--- src/rtl/ram_row_loader_if.sv ---
// ram_row_loader_if
// Bundles the stream input, RAM write port and status signals of the row
// loader so that they can be passed as one port.
//   slave  : view used by the loader (consumes the stream, drives the RAM port)
//   master : view used by the stream source / RAM side / testbench
// Signals:
//   start                  : one-cycle load request
//   in_data/in_valid       : stream word and qualifier
//   in_ready               : loader accepts a word this cycle
//   wr_data/wr_addr/wr_en  : RAM write port (wr_en is one-hot per lane)
//   busy/done              : load in progress / final-write pulse
//   checksum               : sum of accepted words (only with RAM_ROW_LOADER_CHECKSUM_EN)
interface ram_row_loader_if #(
   parameter int DATA_WIDTH = 8,
   parameter int DEPTH      = 64,
   parameter int NUM_WORDS  = 288
);
   localparam int AW = (DEPTH > 1) ? $clog2(DEPTH) : 1;

   logic                  start;
   logic [DATA_WIDTH-1:0] in_data;
   logic                  in_valid;
   logic                  in_ready;
   logic [DATA_WIDTH-1:0] wr_data;
   logic [AW-1:0]         wr_addr;
   logic [NUM_WORDS-1:0]  wr_en;
   logic                  busy;
   logic                  done;
`ifdef RAM_ROW_LOADER_CHECKSUM_EN
   logic [31:0]           checksum;
`endif

   modport slave (
      input  start, in_data, in_valid,
      output in_ready, wr_data, wr_addr, wr_en, busy, done
`ifdef RAM_ROW_LOADER_CHECKSUM_EN
      , output checksum
`endif
   );

   modport master (
      output start, in_data, in_valid,
      input  in_ready, wr_data, wr_addr, wr_en, busy, done
`ifdef RAM_ROW_LOADER_CHECKSUM_EN
      , input checksum
`endif
   );
endinterface

--- src/rtl/ram_row_loader.sv ---
// ram_row_loader
// Writer-side front end for the multi-word row RAM. Accepts a valid/ready
// stream of DATA_WIDTH words and scatters them into RAM rows 0..DEPTH-1,
// lane 0..NUM_WORDS-1 within each row, then pulses done together with the
// final RAM write.
// Ports:
//   clk  : clock, all logic on posedge
//   rst  : asynchronous, active-high reset
//   bus  : ram_row_loader_if.slave (stream in, RAM write port, status)
// Optional feature:
//   RAM_ROW_LOADER_CHECKSUM_EN : adds bus.checksum, the modulo-2^32 sum of
//   every accepted word of the current load, updated aligned with wr_en.
//
// state  | meaning
// -------+-----------------------------------------------------------------
// IDLE   | waiting for start; in_ready=0, wr_en=0
// LOAD   | accepting beats; each accept writes one lane one cycle later
// DONE   | one cycle; final lane write and done pulse coincide here
module ram_row_loader #(
   parameter int DATA_WIDTH = 8,
   parameter int DEPTH      = 64,
   parameter int NUM_WORDS  = 288
) (
   input logic             clk,
   input logic             rst,
   ram_row_loader_if.slave bus
);
   localparam int AW = (DEPTH > 1) ? $clog2(DEPTH) : 1;
   localparam int WW = (NUM_WORDS > 1) ? $clog2(NUM_WORDS) : 1;

   localparam logic [AW-1:0]        LAST_ROW  = AW'(DEPTH - 1);
   localparam logic [WW-1:0]        LAST_WORD = WW'(NUM_WORDS - 1);
   localparam logic [NUM_WORDS-1:0] LANE0     = NUM_WORDS'(1);

   typedef enum logic [1:0] {
      S_IDLE = 2'd0,
      S_LOAD = 2'd1,
      S_DONE = 2'd2
   } state_t;

   state_t                state_q, state_d;
   logic [AW-1:0]         row_idx_q, row_idx_d;
   logic [WW-1:0]         word_idx_q, word_idx_d;
   logic [DATA_WIDTH-1:0] wr_data_q, wr_data_d;
   logic [AW-1:0]         wr_addr_q, wr_addr_d;
   logic [NUM_WORDS-1:0]  wr_en_q, wr_en_d;
`ifdef RAM_ROW_LOADER_CHECKSUM_EN
   logic [31:0]           checksum_q, checksum_d;
`endif

   logic in_ready;
   logic accept;
   logic last_word;
   logic last_row;

   // in_ready depends on state only so the source never sees a
   // combinational path from its own in_valid.
   assign in_ready  = (state_q == S_LOAD);
   assign accept    = in_ready && bus.in_valid;
   assign last_word = (word_idx_q == LAST_WORD);
   assign last_row  = (row_idx_q == LAST_ROW);

   always_ff @(posedge clk or posedge rst) begin
      if (rst) begin
         state_q    <= S_IDLE;
         row_idx_q  <= '0;
         word_idx_q <= '0;
         wr_data_q  <= '0;
         wr_addr_q  <= '0;
         wr_en_q    <= '0;
`ifdef RAM_ROW_LOADER_CHECKSUM_EN
         checksum_q <= '0;
`endif
      end else begin
         state_q    <= state_d;
         row_idx_q  <= row_idx_d;
         word_idx_q <= word_idx_d;
         wr_data_q  <= wr_data_d;
         wr_addr_q  <= wr_addr_d;
         wr_en_q    <= wr_en_d;
`ifdef RAM_ROW_LOADER_CHECKSUM_EN
         checksum_q <= checksum_d;
`endif
      end
   end

   always_comb begin
      state_d    = state_q;
      row_idx_d  = row_idx_q;
      word_idx_d = word_idx_q;
      wr_data_d  = wr_data_q;
      wr_addr_d  = wr_addr_q;
      wr_en_d    = '0;
`ifdef RAM_ROW_LOADER_CHECKSUM_EN
      checksum_d = checksum_q;
`endif

      case (state_q)
         S_IDLE: begin
            if (bus.start) begin
               state_d    = S_LOAD;
               row_idx_d  = '0;
               word_idx_d = '0;
`ifdef RAM_ROW_LOADER_CHECKSUM_EN
               checksum_d = '0;
`endif
            end
         end

         S_LOAD: begin
            if (accept) begin
               wr_data_d = bus.in_data;
               wr_addr_d = row_idx_q;
               wr_en_d   = LANE0 << word_idx_q;
`ifdef RAM_ROW_LOADER_CHECKSUM_EN
               checksum_d = checksum_q + 32'(bus.in_data);
`endif
               if (last_word) begin
                  word_idx_d = '0;
                  // Wrap rather than increment on the final row so the row
                  // counter never leaves 0..DEPTH-1 for non power-of-two DEPTH.
                  if (last_row) begin
                     row_idx_d = '0;
                     state_d   = S_DONE;
                  end else begin
                     row_idx_d = row_idx_q + AW'(1);
                  end
               end else begin
                  word_idx_d = word_idx_q + WW'(1);
               end
            end
         end

         S_DONE: begin
            state_d = S_IDLE;
         end

         default: begin
            state_d = S_IDLE;
         end
      endcase
   end

   assign bus.in_ready = in_ready;
   assign bus.wr_data  = wr_data_q;
   assign bus.wr_addr  = wr_addr_q;
   assign bus.wr_en    = wr_en_q;
   assign bus.busy     = (state_q == S_LOAD) || (state_q == S_DONE);
   // The last write lands in the DONE cycle, so done marks the final RAM write.
   assign bus.done     = (state_q == S_DONE);
`ifdef RAM_ROW_LOADER_CHECKSUM_EN
   assign bus.checksum = checksum_q;
`endif

endmodule

--- src/flat_wrapper.sv ---
// flat-port wrapper written by rule: the top's interface ports become plain ports
module ram_row_loader_flat 
#(
   parameter int DATA_WIDTH = 8,
   parameter int DEPTH      = 64,
   parameter int NUM_WORDS  = 288
)
  (clk, rst, bus_start, bus_in_data, bus_in_valid, bus_in_ready, bus_wr_data, bus_wr_addr, bus_wr_en, bus_busy, bus_done);
  ram_row_loader_if #(.DATA_WIDTH(DATA_WIDTH), .DEPTH(DEPTH), .NUM_WORDS(NUM_WORDS)) bus_i ();
  input logic clk;
  input logic rst;
  input wire logic [$bits(bus_i.start)-1:0] bus_start;
  input wire logic [$bits(bus_i.in_data)-1:0] bus_in_data;
  input wire logic [$bits(bus_i.in_valid)-1:0] bus_in_valid;
  output wire logic [$bits(bus_i.in_ready)-1:0] bus_in_ready;
  output wire logic [$bits(bus_i.wr_data)-1:0] bus_wr_data;
  output wire logic [$bits(bus_i.wr_addr)-1:0] bus_wr_addr;
  output wire logic [$bits(bus_i.wr_en)-1:0] bus_wr_en;
  output wire logic [$bits(bus_i.busy)-1:0] bus_busy;
  output wire logic [$bits(bus_i.done)-1:0] bus_done;
  assign bus_i.start = bus_start;
  assign bus_i.in_data = bus_in_data;
  assign bus_i.in_valid = bus_in_valid;
  assign bus_in_ready = bus_i.in_ready;
  assign bus_wr_data = bus_i.wr_data;
  assign bus_wr_addr = bus_i.wr_addr;
  assign bus_wr_en = bus_i.wr_en;
  assign bus_busy = bus_i.busy;
  assign bus_done = bus_i.done;
  ram_row_loader #(.DATA_WIDTH(DATA_WIDTH), .DEPTH(DEPTH), .NUM_WORDS(NUM_WORDS)) u_core (.clk(clk), .rst(rst), .bus(bus_i));
endmodule
--- config.mk ---
export PLATFORM = sky130hd
export DESIGN_NAME = ram_row_loader_flat
export DESIGN_NICKNAME = d
export VERILOG_FILES = /design/src/rtl/ram_row_loader_if.sv /design/src/rtl/ram_row_loader.sv /design/src/flat_wrapper.sv
export SDC_FILE = /design/constraint.sdc
export NUM_CORES = 1
export LEC_CHECK = 0
export CAP_MARGIN = 20
export CELL_PAD_IN_SITES_DETAIL_PLACEMENT = 1
export CELL_PAD_IN_SITES_GLOBAL_PLACEMENT = 2
export CORE_ASPECT_RATIO = 0.7
export CORE_MARGIN = 8
export CORE_UTILIZATION = 32
export CTS_CLUSTER_DIAMETER = 200
export DETAILED_ROUTE_END_ITERATION = 10
export GPL_ROUTABILITY_DRIVEN = 1
export PLACE_DENSITY = 0.95
export SETUP_SLACK_MARGIN = 0.2
export SLEW_MARGIN = 10
export SYNTH_ARGS = -nofsm -noshare
export SYNTH_HDL_FRONTEND = slang
export SYNTH_SLANG_ARGS = --single-unit
--- constraint.sdc ---
create_clock -name clk -period 25.9 [get_ports clk]
set_input_delay 2.59 -clock clk [delete_from_list [all_inputs] [get_ports clk]]
set_output_delay 2.59 -clock clk [all_outputs]
set_load 0.01 [all_outputs]
==> flow_summary.ini, run 1 <==
[logic_synthesis]
synth_ff_type = dfrtp_1
synth_seq_cells = 319
synth-xor-area-share_pct = 0.338
synth_cells = 823
yosysSeqAreaShare_pct = 76.9
synth_top_family_by_area = simple AND/OR/NAND/NOR gates
synth-compound-area-share_pct = 1.54
synth_edf_count = 0
yosysTopAreaCell = dfrtp_1
avgSynthCellArea_um2 = 12.6
synthArstFlopShare_pct = 100
ys_warn_count = 0
synthMuxAreaShare_pct = 1.85
syn_area_mm2 = 0.0104
ys_types = 49
synthAdderAreaFrac_pct = 1.21
syn-num-nets = 845
synthTopCellsByArea = dfrtp_1 (77%), nor2_1 (11%), clkbuf_1 (1.4%)
yosys.area_share.simple_pct = 15.9
synth_top_area_share_pct = 76.9

[layout]
fill_cells = 3323
design_area_mm2 = 0.0150
layout-drive-gt1-share_pct = 7.48
fin_util_pct = 46.8
seq_area_mm2 = 0.00798
area_delta_synth_final_pct = 45.1
multi_input_area_mm2 = 0.00219
fin_nets = 1147
diodes = 0

[routing]
routedWlPerCell_um = 23.5
ant_nets = 0
drc = 0
first_iter_violations = 389
drt-total-wl_mm = 37.0
vias = 7253
vias_per_cell = 4.60
drtPass1Iterations = 4

[worst_hold_path]
min_path_cells = 2
hp-start = u_core.bus.wr_addr[1]
hold_path.class = flop to flop
hold-path-endpoint = u_core.bus.wr_addr[1]

[clock_tree]
cts_tree = yes
cts_resized = 0
postCtsSetupBuffers = 0
cts-root-buf = clkbuf_16
htree_levels = 1
clk_latency_ps = 580
cts_hold_buf = 0
clockBufferDepth = 3
numCtsBuffers = 31
clkSinkCount = 319
cts.clk_slew.worst_paths_ps = 60

[worst_setup_path]
cp_max_fo = 18
slowest_stage = clkdlybuf4s50_1
critPathKind = flop to output port
endpoint_kind = output port
r2r_setup_slack_ps = 22570
crit_required_ps = 23310
crit_chain = inv_1, ha_1, clkdlybuf4s50_1
cp.arrival_ps = 2450
cp_num_buf_inv = 2
r2r_start = u_core.state_q[1]
critical_path.max_stage_delay_ps = 700
rr_endpoint = u_core.bus.wr_en[232]
critPathLaunch = u_core.state_q[1]
cp_top_family = buffers and inverters
rr_worst_depth = 6
startpoint_type = flop

[outcome]
status = finished, final reports clean

[sta]
period_share_pct = 19.5
finalHoldViolCount = 0
grt_setup_unrepaired = no
min_period_ps = 5040
slew_viol_final = 0
worst_pin_slew_ps = 1020
setup_violations = 0
slew_headroom_pct = 31.9
fin_tns_setup_ps = 0
max_freq_mhz = 198
clock-skew-final_ps = 24.8

[global_route]
grt_use_total_pct = 18.6
gr-total-overflow = 0
grt_pass1_wl_mm = 54.8
antenna_found_initial = 0
first_global_vias = 8135
grt_max_degree = 167

[power]
vdd_drop_max_mv = 0.0446
p_per_area_mw_per_mm2 = 74.5
p_total_mw = 1.12
power_leakage_nw = 6.57

[placement]
port_buffers = 316
hpwl_mm = 24.5
globalplace.congestion = 0.733
placed_area_mm2 = 0.0140

[floorplanning]
io_pins = 317
fp.dieH_um = 167
die_w_um = 231
initial_utilization_pct = 32.3
die_area_mm2 = 0.0385
core_mm2 = 0.0321
num_rows = 55

[run]
cap_viol_max_count = 0
## synthesized netlist by cell type, types with 2 or more instances
master,number
o21ai_0,8
nand3_1,25
mux2i_1,2
clkbuf_1,40
ha_1,10
nand2_1,30
nor3_1,4
nand3b_1,5
nor4_1,2
buf_1,4
mux2_1,2
nor2b_1,8
nand4_1,2
xnor2_1,4
dfrtp_1,319
buf_4,2
buf_2,4
nand2_2,2
mux2_2,12
a22o_1,2
or3b_2,2
inv_1,9
nor2_1,297
and3_1,3
## report_power, final
part           switching, mW  internal (mW)  leakage (nW)
Sequential            0.0125          0.513          4.43
Clock                  0.200          0.270         0.506
Combinational         0.0808         0.0455          1.64
## layer usage
layer	track usage, %	routed length [um]	up-vias
met1	23.4	15600	3767
met3	6.01	3000	54
met2	31.2	17600	252
met4	3.88	799	0
li1	-	-	3180
met5	0	0	-
## flip-flops by register name, summed over array words and instances (netlist names)
name and flops:
u_core.bus.wr_data 8, u_core.bus.wr_en 288, u_core.word_idx_q 9, u_core.row_idx_q 6, u_core.state_q 2, u_core.bus.wr_addr 6
## final cells by class
class | count | area share [%]
multi-input combinational | 445 | 14.5
clock inverter | 14 | 1.20
timing repair buffer | 319 | 21.5
sequential | 319 | 53.0
clock buffer | 44 | 5.88
inverter | 9 | 0.274
tap | 427 | 3.55
## cells by family (layout without fill, tap and decap cells)
family                   count (synthesis)  in the layout
AO/OA/AOI/OAI                           22             22
XOR/XNOR                                 4              4
adder cells (fa/ha/maj)                 10             10
buffers and inverters                   59            386
flip-flops                             319            319
multiplexers                            17             17
AND/OR/NAND/NOR                        392            392
## per-stage QoR
stage	setup slack [ps]	hold slack [ps]	cells
after floorplan	14480	486	823
after global placement	20860	467	1517
after detailed placement	20620	481	1518
after CTS	20820	502	1576
after global routing	20730	520	1577
final	20860	493	1577
## tightest hold or removal path: cells and delay by family (launching register included)
| kind | cells | cell delay, ps |
|---|---|---|
| compound gates | 1 | 70 |
| flops | 1 | 340 |
| simple gates | 1 | 50 |
## layout by cell type (no fill, tap or decap), types with 3 or more instances in the layout
master           synthesis  routed
dfrtp_1                319     319
clkbuf_8                 0       6
mux2_2                  12      12
o21ai_0                  8       8
clkdlybuf4s50_1          0     316
bufinv_16                0       3
nand3_2                  0       3
nor3_1                   4       4
nand2_1                 30      24
nor2b_1                  8       8
nor2_1                 297     297
clkinv_2                 0       3
clkbuf_16                0      31
nand3_1                 25      22
nand3b_1                 5       5
clkinvlp_4               0       5
clkbuf_1                40       7
ha_1                    10      10
nand2_2                  2       8
xnor2_1                  4       4
inv_1                    9       8
and3_1                   3       3
## worst max path at each step
| stage | to | slack, ps | cells past startpoint |
|---|---|---|---|
| 6_report | bus_in_ready | 20860 | 3 |
| 5_1_grt | bus_in_ready | 20730 | 3 |
| 4_1_cts | bus_in_ready | 20820 | 3 |
| 3_5_place_dp | u_core.bus.wr_en[160] | 20620 | 5 |
| 3_3_place_gp | u_core.bus.wr_en[109] | 20860 | 5 |
| 2_1_floorplan | u_core.bus.wr_addr[0] | 14480 | 1 |
Power figures use the tool's default switching activity.
==> run 2: changes to the inputs <==
--- a/config.mk
+++ b/config.mk
@@ -10,11 +10,11 @@
 export CELL_PAD_IN_SITES_GLOBAL_PLACEMENT = 2
 export CORE_ASPECT_RATIO = 0.7
 export CORE_MARGIN = 8
-export CORE_UTILIZATION = 32
+export CORE_UTILIZATION = 30
 export CTS_CLUSTER_DIAMETER = 200
 export DETAILED_ROUTE_END_ITERATION = 10
 export GPL_ROUTABILITY_DRIVEN = 1
-export PLACE_DENSITY = 0.95
+export PLACE_DENSITY = 0.9
 export SETUP_SLACK_MARGIN = 0.2
 export SLEW_MARGIN = 10
 export SYNTH_ARGS = -nofsm -noshare
==> constraint.sdc (replaced) <==
create_clock -name clk -period 5 [get_ports clk]
set_input_delay 0.5 -clock clk [delete_from_list [all_inputs] [get_ports clk]]
set_output_delay 0.5 -clock clk [all_outputs]
set_load 0.01 [all_outputs]
==> flow_summary.ini, run 2 (synthesis gave the netlist of run 1 again) <==
[power]
vdd_drop_max_mv = 0.313
p_int_mw = 4.17
power_switching_mw = 1.47
power_leakage_nw = 6.56
p_comb_share_pct = 11.3
p_per_area_mw_per_mm2 = 375
p_total_mw = 5.63
power_frac_seq_pct = 48.2
switching_share_pct = 26.0
p_clk_share_pct = 40.5

[sta]
slew_headroom_pct = 30.5
worst_pin_slew_ps = 1040
grt_setup_unrepaired = no
finalHoldViolCount = 0
max_freq_mhz = 305
min_period_ps = 3280
holdWs_ps = 321
fin_tns_setup_ps = 0
clock-skew-final_ps = 23.7
slew_viol_final = 0
setup_violations = 0
period_share_pct = 65.6
setup_slack_ps = 1720

[routing]
ant_nets = 0
vias = 7252
first_iter_violations = 309
routedWlPerCell_um = 22.5
drt-total-wl_mm = 36.5
drc = 0
vias_per_cell = 4.47
drtPass1Iterations = 4

[layout]
fin_util_pct = 43.7
fin_nets = 1147
area_delta_synth_final_pct = 44.9
diodes = 0
layout.cells.non_filler = 1622
layout-drive-gt1-share_pct = 7.57
design_area_mm2 = 0.0150
final_common_cell = dfrtp_1
largest_reg_flops = 288
layout_common_cells = dfrtp_1 (319), clkdlybuf4s50_1 (316), nor2_1 (297), clkbuf_16 (31), nand2_1 (24)

[clock_tree]
cts-root-buf = clkbuf_16
cts_resized = 0
clk_latency_ps = 580
clockBufferDepth = 3
postCtsSetupBuffers = 0
cts_hold_buf = 0
clkSinkCount = 319
htree_levels = 1
cts_tree = yes
numCtsBuffers = 31
cts.clk_slew.worst_paths_ps = 60

[worst_hold_path]
hold_path.class = primary input to async pin

[placement]
port_buffers = 316
placed_cells = 1563
placed_area_mm2 = 0.0140
hpwl_mm = 24.6
globalplace.congestion = 0.750
post-place-ws_ps = 1670

[worst_setup_path]
cp.arrival_ps = 3750
critPathKind = flop to flop
critical_path.max_stage_delay_ps = 740
endpoint_kind = flop
crit_required_ps = 5460
startpoint_type = flop
r2r_setup_slack_ps = 1720
crit_chain = inv_1, ha_1, nand2_2, nor3b_2, nand3_2, nor2_1
slowest_stage = nand3_2
cp_max_fo = 32

[floorplanning]
core_mm2 = 0.0344
fp.dieH_um = 172
initial_utilization_pct = 30.2
die_w_um = 238
io_pins = 317
die_area_mm2 = 0.0409
num_rows = 57

[global_route]
grt_max_degree = 154
grt_use_total_pct = 17.6
gr-total-overflow = 0
antenna_found_initial = 0
grt_pass1_wl_mm = 54.4
first_global_vias = 8169

[outcome]
status = finished, final reports clean

[run]
cap_viol_max_count = 0
[run 2: changes by cell type in the layout (fill, tap and decap cells not counted)]
cell | before | now
clkinv_2 | 3 | 9
bufinv_16 | 3 | 0
clkbuf_8 | 6 | 9
clkinv_4 | 2 | 0
clkinvlp_4 | 5 | 3
buf_12 | 1 | 2
buf_16 | 2 | 1
clkbuf_1 | 7 | 6
inv_8 | 1 | 0
[run 2: worst paths after layout]
check / from / to / depth (start not counted)
min: rst / u_core.bus.wr_en[176] / 2
max: u_core.state_q[1] / u_core.bus.wr_en[228] / 6
min reg2reg: u_core.bus.wr_addr[1] / u_core.bus.wr_addr[1] / 2
max reg2reg: u_core.state_q[1] / u_core.bus.wr_en[228] / 6
max in group asynchronous: rst / u_core.word_idx_q[2] / 3
min in group clk: u_core.bus.wr_addr[1] / u_core.bus.wr_addr[1] / 2
[run 2: critical path: cells and delay by family, from the launching register on]
kind                     cells  cell delay, ps
adder cells (fa/ha/maj)      1             620
buffers and inverters        1              80
AND/OR/NAND/NOR              4            2060
flip-flops                   1             400
[run 2: final cells by class]
type,instances,area (um^2)
inverters,9,37.5
repair buffers,319,3230
clock buffers,46,922
flip-flops and latches,319,7980
multi-input cells,445,2190
clock inverters,12,80.1
well taps,472,591
fillers,3624,19300
[run 2: power by group through the flow]
stage | combinational (mW) | clock (mW) | sequential [mW]
after detailed placement | 0.653 | 0 | 2.77
final | 0.636 | 2.28 | 2.72
after global routing | 0.707 | 2.45 | 2.73
after floorplan | 0.351 | 0 | 2.77
after global placement | 0.638 | 0 | 2.76
after CTS | 0.658 | 2.35 | 2.72
[run 2: routing by layer]
layer	vias up	global-route usage, %	wire, um
met4	0	3.57	720
met3	48	6.29	3190
met5	-	0	0
met2	239	28.6	16800
met1	3785	22.6	15800
li1	3180	-	-
